--- src/rtl/correlator_accum_bank.sv ---
// Early/prompt/late correlator accumulators with coherent integration over several
// code epochs, saturating sums and a double-buffered valid/ready readout.
module correlator_accum_bank #(
    parameter int NUM_TAPS = 3,
    parameter int MAG_W    = 3,
    parameter int ACC_W    = 16,
    parameter int CNT_W    = 5,
    parameter int IDX_W    = 3
) (
    input  logic                    clk,
    input  logic                    rst,
    input  logic                    sample_en,
    input  logic                    mix_i_sign,
    input  logic [MAG_W-1:0]        mix_i_mag,
    input  logic                    mix_q_sign,
    input  logic [MAG_W-1:0]        mix_q_mag,
    input  logic [NUM_TAPS-1:0]     code,
    input  logic                    dump,
    input  logic [CNT_W-1:0]        coh_len,
    output logic                    out_valid,
    input  logic                    out_ready,
    output logic signed [ACC_W-1:0] out_data,
    output logic [IDX_W-1:0]        out_tap,
    output logic                    out_is_q,
    output logic                    out_last,
    output logic                    out_sat,
    output logic                    overrun,
    input  logic                    overrun_clr
);
    localparam int NWORDS = 2 * NUM_TAPS;
    localparam int WI_W   = IDX_W + 1;
    localparam logic signed [ACC_W-1:0] ACC_MAX = {1'b0, {(ACC_W-1){1'b1}}};
    localparam logic signed [ACC_W-1:0] ACC_MIN = {1'b1, {(ACC_W-1){1'b0}}};

    typedef enum logic {IDLE, STREAM} state_t;

    function automatic logic signed [ACC_W-1:0] sat_fn(input logic signed [ACC_W:0] x);
        if (x[ACC_W] != x[ACC_W-1])
            return x[ACC_W] ? ACC_MIN : ACC_MAX;
        return x[ACC_W-1:0];
    endfunction

    function automatic logic ovf_fn(input logic signed [ACC_W:0] x);
        return x[ACC_W] ^ x[ACC_W-1];
    endfunction

    logic signed [MAG_W:0]   w_v_i, w_v_q;
    logic signed [MAG_W:0]   w_p_i [NUM_TAPS];
    logic signed [MAG_W:0]   w_p_q [NUM_TAPS];
    logic signed [ACC_W:0]   w_wide_i [NUM_TAPS];
    logic signed [ACC_W:0]   w_wide_q [NUM_TAPS];
    logic signed [ACC_W-1:0] w_sum_i [NUM_TAPS];
    logic signed [ACC_W-1:0] w_sum_q [NUM_TAPS];
    logic signed [ACC_W-1:0] r_acc_i [NUM_TAPS];
    logic signed [ACC_W-1:0] r_acc_q [NUM_TAPS];
    logic signed [ACC_W-1:0] r_shadow_i [NUM_TAPS];
    logic signed [ACC_W-1:0] r_shadow_q [NUM_TAPS];
    logic                    w_ovf;
    logic                    r_sat, r_shadow_sat;
    logic [CNT_W-1:0]        r_dump_cnt, r_coh_len_q;
    logic                    w_complete;
    state_t                  r_state, w_state_nxt;
    logic [WI_W-1:0]         r_idx, w_idx_nxt;
    logic                    w_accept, w_last, w_ovr_set;
    logic [IDX_W-1:0]        w_tap;

    // Stage: signed sample, per-tap code wipe-off and saturating sum
    always_comb begin
        w_v_i = mix_i_sign ? -$signed({1'b0, mix_i_mag}) : $signed({1'b0, mix_i_mag});
        w_v_q = mix_q_sign ? -$signed({1'b0, mix_q_mag}) : $signed({1'b0, mix_q_mag});
        w_ovf = 1'b0;
        for (int k = 0; k < NUM_TAPS; k++) begin
            w_p_i[k]    = code[k] ? -w_v_i : w_v_i;
            w_p_q[k]    = code[k] ? -w_v_q : w_v_q;
            w_wide_i[k] = {r_acc_i[k][ACC_W-1], r_acc_i[k]}
                        + {{(ACC_W-MAG_W){w_p_i[k][MAG_W]}}, w_p_i[k]};
            w_wide_q[k] = {r_acc_q[k][ACC_W-1], r_acc_q[k]}
                        + {{(ACC_W-MAG_W){w_p_q[k][MAG_W]}}, w_p_q[k]};
            w_sum_i[k]  = r_acc_i[k];
            w_sum_q[k]  = r_acc_q[k];
            if (sample_en) begin
                w_sum_i[k] = sat_fn(w_wide_i[k]);
                w_sum_q[k] = sat_fn(w_wide_q[k]);
                w_ovf      = w_ovf | ovf_fn(w_wide_i[k]) | ovf_fn(w_wide_q[k]);
            end
        end
    end

    // A same-cycle sample is already folded into w_sum, so it lands in the ending epoch
    assign w_complete = dump && (r_dump_cnt == r_coh_len_q);

    // Stage: accumulator bank and shadow (double buffer) registers
    always_ff @(posedge clk) begin
        if (rst) begin
            for (int k = 0; k < NUM_TAPS; k++) begin
                r_acc_i[k]    <= '0;
                r_acc_q[k]    <= '0;
                r_shadow_i[k] <= '0;
                r_shadow_q[k] <= '0;
            end
            r_sat        <= 1'b0;
            r_shadow_sat <= 1'b0;
            r_dump_cnt   <= '0;
            r_coh_len_q  <= coh_len;
        end else if (w_complete) begin
            for (int k = 0; k < NUM_TAPS; k++) begin
                r_shadow_i[k] <= w_sum_i[k];
                r_shadow_q[k] <= w_sum_q[k];
                r_acc_i[k]    <= '0;
                r_acc_q[k]    <= '0;
            end
            r_shadow_sat <= r_sat | w_ovf;
            r_sat        <= 1'b0;
            r_dump_cnt   <= '0;
            r_coh_len_q  <= coh_len;
        end else begin
            for (int k = 0; k < NUM_TAPS; k++) begin
                r_acc_i[k] <= w_sum_i[k];
                r_acc_q[k] <= w_sum_q[k];
            end
            r_sat <= r_sat | w_ovf;
            if (dump)
                r_dump_cnt <= r_dump_cnt + CNT_W'(1);
        end
    end

    assign w_accept = (r_state == STREAM) && out_ready;
    assign w_last   = (r_idx == WI_W'(NWORDS - 1));

    // Stage: readout sequencer
    always_comb begin
        w_state_nxt = r_state;
        w_idx_nxt   = r_idx;
        w_ovr_set   = 1'b0;
        case (r_state)
            IDLE: begin
                if (w_complete) begin
                    w_state_nxt = STREAM;
                    w_idx_nxt   = '0;
                end
            end
            STREAM: begin
                if (w_complete) begin
                    // Completion on the final acceptance chains blocks without a gap
                    w_idx_nxt = '0;
                    w_ovr_set = !(w_accept && w_last);
                end else if (w_accept) begin
                    if (w_last) begin
                        w_state_nxt = IDLE;
                        w_idx_nxt   = '0;
                    end else begin
                        w_idx_nxt = r_idx + WI_W'(1);
                    end
                end
            end
            default: begin
                w_state_nxt = IDLE;
                w_idx_nxt   = '0;
            end
        endcase
    end

    always_ff @(posedge clk) begin
        if (rst) begin
            r_state   <= IDLE;
            r_idx     <= '0;
            overrun   <= 1'b0;
        end else begin
            r_state   <= w_state_nxt;
            r_idx     <= w_idx_nxt;
            overrun   <= w_ovr_set | (overrun & ~overrun_clr);
        end
    end

    assign w_tap = r_idx[WI_W-1:1];

    always_comb begin
        out_data = '0;
        if (r_state == STREAM) begin
            for (int k = 0; k < NUM_TAPS; k++) begin
                if (w_tap == IDX_W'(k))
                    out_data = r_idx[0] ? r_shadow_q[k] : r_shadow_i[k];
            end
        end
    end

    assign out_valid = (r_state == STREAM);
    assign out_tap   = w_tap;
    assign out_is_q  = r_idx[0];
    assign out_last  = out_valid && w_last;
    assign out_sat   = out_valid && r_shadow_sat;

endmodule

--- config.mk ---
export PLATFORM = sky130hd
export DESIGN_NAME = correlator_accum_bank
export DESIGN_NICKNAME = d
export VERILOG_FILES = /design/src/rtl/correlator_accum_bank.sv
export SDC_FILE = /design/constraint.sdc
export NUM_CORES = 1
export LEC_CHECK = 0
export ABC_AREA = 1
export BUFFER_PORTS_ARGS = -buffer_cell sky130_fd_sc_hd__buf_2
export CAP_MARGIN = 20
export CORE_ASPECT_RATIO = 0.7
export CORE_MARGIN = 2
export CORE_UTILIZATION = 35
export CTS_BUF_LIST = sky130_fd_sc_hd__clkbuf_8
export CTS_CLUSTER_SIZE = 12
export DETAILED_ROUTE_END_ITERATION = 12
export GPL_TIMING_DRIVEN = 0
export PLACE_DENSITY = 0.56
export SETUP_SLACK_MARGIN = 0.4
export SLEW_MARGIN = 10
export SYNTH_ARGS = -nofsm -noshare
export SYNTH_HDL_FRONTEND = slang
export SYNTH_SLANG_ARGS = --single-unit
--- constraint.sdc ---
create_clock -name clk -period 13.76 [get_ports clk]
set_input_delay 2.752 -clock clk [delete_from_list [all_inputs] [get_ports clk]]
set_output_delay 2.752 -clock clk [all_outputs]
set_load 0.02 [all_outputs]
==> results.sh, run 1 <==
export IMPL_synth_area_mux_share_pct=0.269
export IMPL_groute_usage_overall_pct=20.5
export IMPL_final_layout_fill_cell_count=4349
export IMPL_critical_path_startpoint_type="primary input"
export IMPL_clock_root_buffer="sky130_fd_sc_hd__clkbuf_8"
export IMPL_post_layout_nonfiller_instances=2656
export IMPL_setup_worst_path_end_class="register"
export IMPL_worst_r2r_cell_count=15
export IMPL_rr_endpoint="r_acc_q[0][29]$_SDFFCE_PN0P_"
export IMPL_hold_depth=2
export IMPL_routedWlPerCell_um=17.0
export IMPL_hold_path_startpoint="r_sat$_SDFF_PN0_"
export IMPL_final_setup_viol_count=0
export IMPL_grt_setup_unrepaired="no"
export IMPL_drt_pre_antenna_iters=5
export IMPL_power_per_cell_area_nw_per_um2=128
export IMPL_hold_end="r_sat$_SDFF_PN0_"
export IMPL_synth_largest_type_area_fraction_pct=39.8
export IMPL_grt_overflow=0
export IMPL_width_of_the_die_um=250
export IMPL_xor_and_xnor_fraction_of_the_mapped_netlist_area_pct=4.83
export IMPL_tns_ns=0
export IMPL_yosysWarningCount=0
export IMPL_fin_util_pct=40.2
export IMPL_cts_resized=0
export IMPL_clk_path_buf_depth=3
export IMPL_clock_buffers_created_by_tritoncts=36
export IMPL_initial_antenna_violation_count=2
export IMPL_ys_async_sr_fraction_pct=0
export IMPL_synth_edff_count=197
export IMPL_rr_startpoint="r_acc_q[0][16]$_SDFFCE_PN0P_"
export IMPL_drt_total_wl_um=45200
export IMPL_postCtsHoldBufs=0
export IMPL_synth_fa_ha_area_share_pct=9.47
export IMPL_remaining_drc_errors=0
export IMPL_routed_via_count=13200
export IMPL_dpl_hpwl_um=36000
export IMPL_final_setup_skew_ns=0.0296
export IMPL_num_nets_final=2208
export IMPL_placement_setup_worst_slack_ns=6.41
export IMPL_dieArea_um2=44200
export IMPL_synthesis_area_um2=14900
export IMPL_place_detailed_instances=2591
export IMPL_multiInputGateArea_um2=8100
export IMPL_vias_per_cell=4.97
export IMPL_clkLatencyLatePin_ns=0.55
export IMPL_min_path_type="reg -> reg"
export IMPL_register_area_um2=6180
export IMPL_slew_viol_final=0
export IMPL_antenna_violating_nets_post_route=0
export IMPL_path_max_fanout=13
export IMPL_critPathRequiredTime_ns=14.18
export IMPL_finalWeightedCongestion=0.990
export IMPL_drt_initial_drc_count=1156
export IMPL_portBuffers=43
export IMPL_hold_slack_ns=0.454
export IMPL_synth_simple_gate_area_share_pct=24.7
export IMPL_grt_first_pass_wirelength_um=69900
export IMPL_synthTopCellsByArea="sky130_fd_sc_hd__edfxtp_1, sky130_fd_sc_hd__nand2_1, sky130_fd_sc_hd__ha_1"
export IMPL_post_route_cells_drive_above_1_share_pct=7.61
export IMPL_cts_max_level=2
export IMPL_critPathKind="in -> reg"
export IMPL_irDropWorstVdd_mv=0.0829
export IMPL_synth_area_in_compound_gates_pct=12.7
export IMPL_maximum_number_of_pins_on_one_net_before_global_route_repair=58
export IMPL_worst_slew_pin_transition_ns=1.01
export IMPL_run_status="finished clean"
export IMPL_initial_utilization_pct=35.3
export IMPL_register_to_register_path_setup_slack_ns=10.71
export IMPL_maxSlewHeadroom_pct=32.9
export IMPL_timing_max_cap_violations=0
export IMPL_syn_mean_instance_area_um2=7.84
export IMPL_fin_ws_ns=6.86
export IMPL_finished_cell_area_um2=16900
export IMPL_postSynth_topFlopCell="sky130_fd_sc_hd__edfxtp_1"
export IMPL_min_period_over_period_pct=50.1
export IMPL_io_pins=46
export IMPL_synth_top_cell_by_area="sky130_fd_sc_hd__edfxtp_1"
export IMPL_place_area_um2=16200
export IMPL_worstPathArrival_ns=7.32
export IMPL_placement_rows=63
export IMPL_placeableCoreArea_um2=42100
export IMPL_max_freq_mhz=145
export IMPL_area_growth_synth_to_final_pct=13.8
export IMPL_cellLeakagePower_nw=7.92
export IMPL_netlist_instances=1896
export IMPL_synth_seq_area_share_pct=41.5
export IMPL_cts_setup_buffers=0
export IMPL_clock_sink_count=210
export IMPL_synth_top_family_by_area="simple AND/OR/NAND/NOR gates"
export IMPL_ys_ff_latch=210
export IMPL_cts_tree="yes"
export IMPL_ys_types=46
export IMPL_die_height_um=176
export IMPL_timing_hold_violations_final=0
export IMPL_fin_total_pwr_mw=2.17
export IMPL_clk_transition_reported_paths_ns=0.06
export IMPL_number_of_global_route_vias_before_repair=12600
export IMPL_layout_min_cycle_time_ns=6.90
cells in the mapped netlist (all sizes together), types with 4 or more instances:
| cell | count |
|---|---|
| a21oi | 83 |
| edfxtp | 197 |
| nor2 | 304 |
| clkbuf | 40 |
| nand2 | 476 |
| nor3 | 9 |
| dfxtp | 13 |
| fa | 6 |
| ha | 103 |
| inv | 173 |
| a221oi | 18 |
| nand3 | 87 |
| xnor2 | 37 |
| and2 | 9 |
| xor2 | 45 |
| or2 | 17 |
| nand4 | 4 |
| buf | 25 |
| o21bai | 4 |
| mux2i | 4 |
| a31oi | 14 |
| o21ai | 205 |
| a211oi | 5 |
worst max-delay path: stages:
cell,delay [ns]
sky130_fd_sc_hd__buf_2,0.24
sky130_fd_sc_hd__inv_1,0.13
sky130_fd_sc_hd__ha_1,0.31
sky130_fd_sc_hd__nand2_1,0.06
sky130_fd_sc_hd__o21ai_0,0.19
sky130_fd_sc_hd__or2_2,0.35
sky130_fd_sc_hd__nor2_1,0.11
sky130_fd_sc_hd__xor2_1,0.12
sky130_fd_sc_hd__o21ai_2,0.72
sky130_fd_sc_hd__ha_1,0.42
sky130_fd_sc_hd__nand2_1,0.11
sky130_fd_sc_hd__inv_1,0.04
sky130_fd_sc_hd__a21oi_1,0.15
sky130_fd_sc_hd__nand2_1,0.14
sky130_fd_sc_hd__nand2_1,0.14
sky130_fd_sc_hd__nand2_1,0.08
sky130_fd_sc_hd__nand2_1,0.07
sky130_fd_sc_hd__nand2_1,0.05
sky130_fd_sc_hd__nand2_2,0.14
sky130_fd_sc_hd__nand2_1,0.11
sky130_fd_sc_hd__nor2_1,0.27
sky130_fd_sc_hd__nand3_1,0.26
sky130_fd_sc_hd__nand2_1,0.17
sky130_fd_sc_hd__nand2_1,0.07
sky130_fd_sc_hd__nand2_1,0.06
sky130_fd_sc_hd__nand2_1,0.04
cells in the final DEF, fill, tap and decap left out, drive strengths merged, types with 5 or more instances in the layout:
master and n:
inv 184, o21ai 205, a31oi 14, and2 9, or2 17, dfxtp 13, xnor2 37, clkinv 9
nand2 476, ha 103, buf 73, conb 96, xor2 45, nand3 87, fa 6, nor2 304
a21oi 83, nor3 9, clkbuf 81, a221oi 18, a211oi 5, edfxtp 197
worst max-delay path by stage:
stage                       from                             end  depth (start not counted)
floorplan           mix_q_mag[0]     r_acc_q[0][2]$_SDFFCE_PN0P_                         21
global placement    mix_q_mag[0]     r_acc_q[0][3]$_SDFFCE_PN0P_                         23
detailed placement  mix_i_mag[0]     r_acc_i[0][9]$_SDFFCE_PN0P_                         25
CTS                 mix_i_mag[0]  r_shadow_i[0][9]$_SDFFCE_PN0P_                         25
global route        mix_i_mag[0]       r_shadow_sat$_SDFFE_PP0P_                         24
finish              mix_i_mag[0]       r_shadow_sat$_SDFFE_PP0P_                         26
cells by family (layout without fill, tap and decap cells):
kind of cell / count (synthesis) / count (layout)
AOI/OAI and AO/OA: 340 / 340
xor gates and xnor gates: 82 / 82
adders and majority gates: 109 / 109
buffers and inverters: 238 / 350
DFF: 210 / 210
muxes: 4 / 4
other: 1 / 97
and+or+nand+nor: 912 / 912
layer usage:
metal / track usage [%] / routed length, um
met1: 30.9 / 23100
met2: 29.4 / 17900
met3: 4.13 / 3100
met4: 5.89 / 1050
met5: 0 / 0
flip-flops by register name, indices dropped and copies added, names as in the netlist, 4 cells and up:
register	flops
r_acc_i	48
r_shadow_i	48
r_coh_len_q	5
r_shadow_q	48
r_idx	4
r_acc_q	48
r_dump_cnt	5
area by class of cell:
| class | instances | area share, % |
|---|---|---|
| flip-flops and latches | 210 | 36.5 |
| inverters | 173 | 3.84 |
| repair buffers | 48 | 1.61 |
| plain buffers | 65 | 1.83 |
| diodes | 1 | 0.0148 |
| well taps | 552 | 4.08 |
| clock inverters | 23 | 0.873 |
| multi-input cells | 1543 | 47.9 |
| clock buffers | 41 | 3.34 |
report_power, final:
group | switching (mW) | total, mW | internal, mW
registers | 0.0313 | 0.794 | 0.762
clock network | 0.269 | 0.579 | 0.310
logic | 0.521 | 0.798 | 0.277
total | 0.821 | 2.17 | 1.35
Note: power is estimated with default switching activity, not from simulation.
==> run 2: changes to the inputs <==
ABC_AREA = 0   (was 1)
clock period = 6.8 ns   (was 13.76 ns; I/O delays follow)
==> run 2 against run 1 <==
Effect of this change:
- power increased by 110%
- cell count down 16%
- clock skew up 0.0075 ns
- sequential cell count unchanged
- clock power is 92% higher
- synthesized area is 0.50% lower
- worst hold slack better by 0.038 ns
- largest cell class unchanged
- non-clock buffer count decreased by 1
==> results.sh, run 2 <==
export IMPL_run_status="finished clean"
export IMPL_routedWlPerCell_um=21.0
export IMPL_antenna_violating_nets_post_route=0
export IMPL_clk_path_buf_depth=3
export IMPL_critical_path_slowest_cell="sky130_fd_sc_hd__mux2i_2"
export IMPL_critical_path_startpoint_type="primary input"
export IMPL_critical_path_max_stage_delay_ns=0.80
export IMPL_critPathKind="in -> reg"
export IMPL_dpl_hpwl_um=35400
export IMPL_fin_total_pwr_mw=4.66
export IMPL_ys_types=86
export IMPL_final_setup_viol_count=0
export IMPL_maximum_number_of_pins_on_one_net_before_global_route_repair=57
export IMPL_ys_async_sr_fraction_pct=0
export IMPL_postCtsHoldBufs=0
export IMPL_finalWeightedCongestion=0.923
export IMPL_drt_initial_drc_count=1089
export IMPL_tns_ns=0
export IMPL_diode_insertion_count_for_antenna_repair=0
export IMPL_worstPathArrival_ns=6.22
export IMPL_remaining_drc_errors=0
export IMPL_synth_edff_count=197
export IMPL_post_route_cells_drive_above_1_share_pct=9.63
export IMPL_maxSlewHeadroom_pct=21.3
export IMPL_max_freq_mhz=169
export IMPL_finished_cell_area_um2=16800
export IMPL_number_of_global_route_vias_before_repair=11500
export IMPL_grt_overflow=0
export IMPL_clock_root_buffer="sky130_fd_sc_hd__clkbuf_8"
export IMPL_final_setup_skew_ns=0.0371
export IMPL_setup_worst_path_end_class="register"
export IMPL_min_period_over_period_pct=87.3
export IMPL_ys_ff_latch=210
export IMPL_timing_max_cap_violations=0
export IMPL_vias_per_cell=5.50
export IMPL_slew_viol_final=0
export IMPL_groute_usage_overall_pct=21.1
export IMPL_fin_util_pct=40.6
export IMPL_clkLatencyLatePin_ns=0.57
export IMPL_synth_largest_type_area_fraction_pct=40.0
export IMPL_synthesis_area_um2=14800
export IMPL_synth_area_mux_share_pct=4.77
export IMPL_cts_tree="yes"
export IMPL_syn_mean_instance_area_um2=9.92
export IMPL_synth_cells_most_frequent="sky130_fd_sc_hd__nor2_1, sky130_fd_sc_hd__edfxtp_1, sky130_fd_sc_hd__a21oi_1"
export IMPL_io_pins=46
export IMPL_synth_fa_ha_area_share_pct=10.1
export IMPL_postSynth_topFlopCell="sky130_fd_sc_hd__edfxtp_1"
export IMPL_width_of_the_die_um=250
export IMPL_synth_seq_area_share_pct=41.7
export IMPL_path_max_fanout=13
export IMPL_num_nets_final=1802
export IMPL_irDropWorstVdd_mv=0.113
export IMPL_clk_transition_reported_paths_ns=0.07
export IMPL_layout_min_cycle_time_ns=5.93
export IMPL_initial_utilization_pct=35.8
export IMPL_path_cells="buf_2, inv_1, ha_1, o21ai_0, nand2_1, o21ai_0, o21ai_0, mux2i_2, ha_1, o21ai_0, o21ai_0, a21oi_1, nor2_1, a41oi_1, mux2i_1, o21ai_2, a2bb2oi_1, nor2_1"
export IMPL_portBuffers=43
export IMPL_clock_buffers_created_by_tritoncts=36
export IMPL_mostFrequentLayoutCells="sky130_fd_sc_hd__nor2_1, sky130_fd_sc_hd__edfxtp_1, sky130_fd_sc_hd__a21oi_1, sky130_fd_sc_hd__ha_1, sky130_fd_sc_hd__conb_1"
export IMPL_drt_total_wl_um=47000
export IMPL_cellLeakagePower_nw=6.66
export IMPL_min_path_type="reg -> reg"
export IMPL_hold_slack_ns=0.492
export IMPL_die_height_um=176
export IMPL_worst_slew_pin_transition_ns=1.18
export IMPL_synth_top_cell_by_area="sky130_fd_sc_hd__edfxtp_1"
export IMPL_routed_via_count=12300
export IMPL_grt_first_pass_wirelength_um=70100
export IMPL_place_area_um2=16100
export IMPL_layout_commonest_cell="sky130_fd_sc_hd__nor2_1"
export IMPL_netlist_instances=1492
export IMPL_initial_antenna_violation_count=0
export IMPL_synthTopCellsByArea="sky130_fd_sc_hd__edfxtp_1, sky130_fd_sc_hd__ha_1, sky130_fd_sc_hd__nor2_1"
export IMPL_area_growth_synth_to_final_pct=13.5
export IMPL_placeableCoreArea_um2=41300
export IMPL_clock_sink_count=210
export IMPL_critPathRequiredTime_ns=7.09
export IMPL_synth_top_family_by_area="compound AO/OA/AOI/OAI gates"
export IMPL_yosysMostFrequentCell="sky130_fd_sc_hd__nor2_1"
export IMPL_power_per_cell_area_nw_per_um2=277
export IMPL_drt_pre_antenna_iters=5
export IMPL_xor_and_xnor_fraction_of_the_mapped_netlist_area_pct=6.02
export IMPL_synth_area_in_compound_gates_pct=21.5
export IMPL_dieArea_um2=44000
export IMPL_timing_hold_violations_final=0
export IMPL_cts_max_level=2
export IMPL_yosysWarningCount=0
export IMPL_placement_rows=62
export IMPL_synth_simple_gate_area_share_pct=13.3
export IMPL_grt_setup_unrepaired="no"
export IMPL_cp_common_cell="sky130_fd_sc_hd__o21ai_0"
## run 2: what timing repair did
action                                  in CTS  in global routing
endpoints found under the hold margin        0                  0
resized for setup                            0                  2
buffers inserted                             0                  0
endpoints found under the setup margin       0                 15
## run 2: cells by family after synthesis
group	count (synthesis)
AND/OR/NAND/NOR	441
other	1
multiplexers	61
adder cells (fa/ha/maj)	117
buffers and inverters	93
XOR/XNOR	100
flip-flops	210
AO/OA/AOI/OAI	469
## run 2: critical path, delay by kind of cell
kind / cells / cell delay [ns]
AO/OA/AOI/OAI: 9 / 2.43
multiplexers: 2 / 1.03
adder cells (fa/ha/maj): 2 / 0.77
buffers and inverters: 2 / 0.35
AND/OR/NAND/NOR: 3 / 0.28
## run 2: cell type report
type                    count  area, um2
fillers                  4129      24600
inverters                  27        101
clock buffers              42        578
well taps                 544        681
plain buffers              66        287
clock inverters            18       68.8
multi-input cells        1284       8640
repair buffers             46        265
flip-flops and latches    210       6180
## run 2: power breakdown
part           internal (mW)  switching [mW]
combinational          0.761            1.16
sequential              1.55          0.0697
clock                  0.556           0.556
total                   2.87            1.78
## run 2: metrics by stage
stage / worst slack (ns) / instances
6_report: 0.866 / 2237
3_3_place_gp: -0.203 / 2174
3_5_place_dp: 0.171 / 2177
4_1_cts: 0.759 / 2237
5_1_grt: 0.534 / 2237
2_1_floorplan: 1.33 / 1587
## run 2: path summary, 6_finish.rpt
check | startpoint | to | slack, ns | cells after the start
hold reg to reg | r_shadow_sat$_SDFFE_PP0P_ | r_shadow_sat$_SDFFE_PP0P_ | 0.49 | 2
setup reg to reg | r_acc_q[0][16]$_SDFFCE_PN0P_ | r_acc_q[0][26]$_SDFFCE_PN0P_ | 2.97 | 11
setup / recovery | mix_q_mag[0] | r_acc_q[0][26]$_SDFFCE_PN0P_ | 0.87 | 18
hold / removal | r_shadow_sat$_SDFFE_PP0P_ | r_shadow_sat$_SDFFE_PP0P_ | 0.49 | 2
## run 2: per-layer routing
metal	vias up	GRT usage, %	part of all wire (%)
li1	5869	-	-
met1	5948	31.6	49
met2	420	30.1	40
met3	62	5.40	9.0
met4	0	5.25	1.9
met5	-	0	0
==> run 3: changes to the inputs <==
CORE_UTILIZATION = 60   (was 35)
PLACE_DENSITY = 0.83   (was 0.56)
==> run 3 against run 2 <==
Effect of this change:
- power is 0.60% higher
- count of clock-buffer cells in the layout decreased by 3
- sequential share of layout area rose by 0.59 points
- wire length fell by 5.9%
- worst hold slack lost 0.023 ns
- critical path type unchanged
- critical endpoint is now r_shadow_sat$_SDFFE_PP0P_
==> results.sh, run 3 (synthesis gave the netlist of run 2 again) <==
export IMPL_final_setup_viol_count=0
export IMPL_cellLeakagePower_nw=6.67
export IMPL_min_period_over_period_pct=91.5
export IMPL_routed_via_count=13000
export IMPL_num_nets_final=1805
export IMPL_io_pins=46
export IMPL_worstPathArrival_ns=6.61
export IMPL_share_comb_of_total_power_pct=41.2
export IMPL_groute_usage_overall_pct=34.1
export IMPL_cellInternalPower_mw=2.88
export IMPL_drt_total_wl_um=44200
export IMPL_width_of_the_die_um=192
export IMPL_number_of_global_route_vias_before_repair=11900
export IMPL_routedWlPerCell_um=21.8
export IMPL_run_status="finished clean"
export IMPL_slew_viol_final=0
export IMPL_clk_transition_reported_paths_ns=0.06
export IMPL_diode_insertion_count_for_antenna_repair=0
export IMPL_critPathRequiredTime_ns=7.19
export IMPL_drt_initial_drc_count=1788
export IMPL_post_route_cells_drive_above_1_share_pct=9.53
export IMPL_maximum_number_of_pins_on_one_net_before_global_route_repair=55
export IMPL_power_frac_seq_pct=34.8
export IMPL_dieArea_um2=26000
export IMPL_critical_path_startpoint_type="primary input"
export IMPL_postCtsHoldBufs=0
export IMPL_placeableCoreArea_um2=24400
export IMPL_fin_total_pwr_mw=4.68
export IMPL_clkLatencyLatePin_ns=0.55
export IMPL_placement_rows=48
export IMPL_maxSlewHeadroom_pct=32.3
export IMPL_vias_per_cell=6.40
export IMPL_remaining_drc_errors=0
export IMPL_critPathKind="in -> reg"
export IMPL_clock_root_buffer="sky130_fd_sc_hd__clkbuf_8"
export IMPL_grt_first_pass_wirelength_um=66900
export IMPL_met2RoutedLength_um=18600
export IMPL_cts_setup_buffers=0
export IMPL_setup_worst_path_end_class="register"
export IMPL_register_to_register_path_setup_slack_ns=2.80
export IMPL_power_frac_clock_pct=24.0
export IMPL_portBuffers=43
export IMPL_path_max_fanout=13
export IMPL_clock_sink_count=210
export IMPL_met3WireLength_um=5980
export IMPL_finalWeightedCongestion=0.983
export IMPL_drt_pre_antenna_iters=6
export IMPL_switching_share_pct=38.5
export IMPL_layout_min_cycle_time_ns=6.22
export IMPL_finished_cell_area_um2=16500
export IMPL_final_layout_fill_cell_count=1876
export IMPL_die_height_um=135
export IMPL_final_setup_skew_ns=0.0257
export IMPL_routedLengthMet1_um=18400
export IMPL_power_per_cell_area_nw_per_um2=283
export IMPL_min_path_type="reg -> reg"
export IMPL_clock_buffers_created_by_tritoncts=36
export IMPL_switchingPower_mw=1.80
export IMPL_timing_hold_violations_final=0
export IMPL_cts_tree="yes"
export IMPL_cts_max_level=2
export IMPL_place_area_um2=15900
export IMPL_multiInputGateArea_um2=8600
export IMPL_antenna_violating_nets_post_route=0
export IMPL_dpl_hpwl_um=33200
export IMPL_max_freq_mhz=161
export IMPL_grt_setup_unrepaired="no"
export IMPL_grt_overflow=0
export IMPL_area_growth_synth_to_final_pct=11.7
export IMPL_fin_ws_ns=0.578
export IMPL_register_area_um2=6180
export IMPL_mostFrequentLayoutCells="sky130_fd_sc_hd__nor2_1, sky130_fd_sc_hd__edfxtp_1, sky130_fd_sc_hd__a21oi_1, sky130_fd_sc_hd__ha_1, sky130_fd_sc_hd__conb_1"
export IMPL_irDropWorstVdd_mv=0.217
export IMPL_clk_path_buf_depth=3
export IMPL_cts_resized=0
export IMPL_routed_top_layer="met5"
export IMPL_place_detailed_instances=1961
export IMPL_post_layout_nonfiller_instances=2025
export IMPL_placement_setup_worst_slack_ns=0.349
export IMPL_timing_max_cap_violations=0
export IMPL_initial_antenna_violation_count=1
export IMPL_worst_slew_pin_transition_ns=1.02
export IMPL_initial_utilization_pct=60.5
export IMPL_layout_commonest_cell="sky130_fd_sc_hd__nor2_1"
==> run 3: cell count changes in the layout (fill, tap and decap cells not counted), sizes merged <==
cell	previous run	this run
clkinv	4	13
buf	71	74
clkbuf	83	80
inv	41	38
bufinv	0	1
==> run 3: layer usage <==
metal  global-route usage (%)  vias to the layer above
li1                         -                     5881
met3                     8.68                      105
met2                     48.6                      823
met5                        0                        -
met1                     50.7                     6140
met4                     10.9                        2
==> run 3: worst paths after layout <==
| path | from | cells after the start | endpoint |
|---|---|---|---|
| max | mix_i_mag[0] | 17 | r_shadow_sat$_SDFFE_PP0P_ |
| min | r_shadow_sat$_SDFFE_PP0P_ | 2 | r_shadow_sat$_SDFFE_PP0P_ |
| max reg2reg | r_acc_i[0][16]$_SDFFCE_PN0P_ | 11 | r_shadow_sat$_SDFFE_PP0P_ |
| min reg2reg | r_shadow_sat$_SDFFE_PP0P_ | 2 | r_shadow_sat$_SDFFE_PP0P_ |
==> run 3: critical path: stages <==
cell	delay, ns
sky130_fd_sc_hd__buf_2	0.23
sky130_fd_sc_hd__inv_1	0.12
sky130_fd_sc_hd__ha_1	0.35
sky130_fd_sc_hd__o21ai_0	0.18
sky130_fd_sc_hd__nand3_1	0.10
sky130_fd_sc_hd__a22o_1	0.28
sky130_fd_sc_hd__mux2i_2	0.73
sky130_fd_sc_hd__ha_1	0.37
sky130_fd_sc_hd__o21ai_0	0.10
sky130_fd_sc_hd__nor2_1	0.20
sky130_fd_sc_hd__o22ai_1	0.22
sky130_fd_sc_hd__o31ai_1	0.52
sky130_fd_sc_hd__a21oi_1	0.18
sky130_fd_sc_hd__xnor2_1	0.43
sky130_fd_sc_hd__o2111ai_1	0.41
sky130_fd_sc_hd__nor4_2	0.67
sky130_fd_sc_hd__o31ai_1	0.14
==> run 3: cell type report <==
class / instances / area share, %
multi-input combinational: 1284 / 52.1
clock buffer: 39 / 3.25
buffer: 66 / 1.73
sequential: 210 / 37.4
timing repair buffer: 49 / 1.76
clock inverter: 25 / 0.749
inverter: 27 / 0.613
tap: 325 / 2.46
==> run 3: power groups by stage <==
| stage | sequential (mW) | combinational (mW) | clock [mW] |
|---|---|---|---|
| after floorplan | 1.62 | 1.44 | 0 |
| after global placement | 1.65 | 1.80 | 0 |
| after detailed placement | 1.65 | 1.87 | 0 |
| after CTS | 1.62 | 1.88 | 1.11 |
| after global routing | 1.64 | 2.10 | 1.16 |
| final | 1.63 | 1.93 | 1.12 |
==> run 3: metrics by stage <==
step | hold slack [ns] | utilization (%) | TNS (ns)
after floorplan | 0.417 | - | 0
after global placement | 0.442 | 64.5 | -1.21
after detailed placement | 0.458 | 64.9 | 0
after CTS | 0.471 | 67.6 | 0
after global routing | 0.516 | 67.6 | 0
final | 0.469 | 67.6 | 0
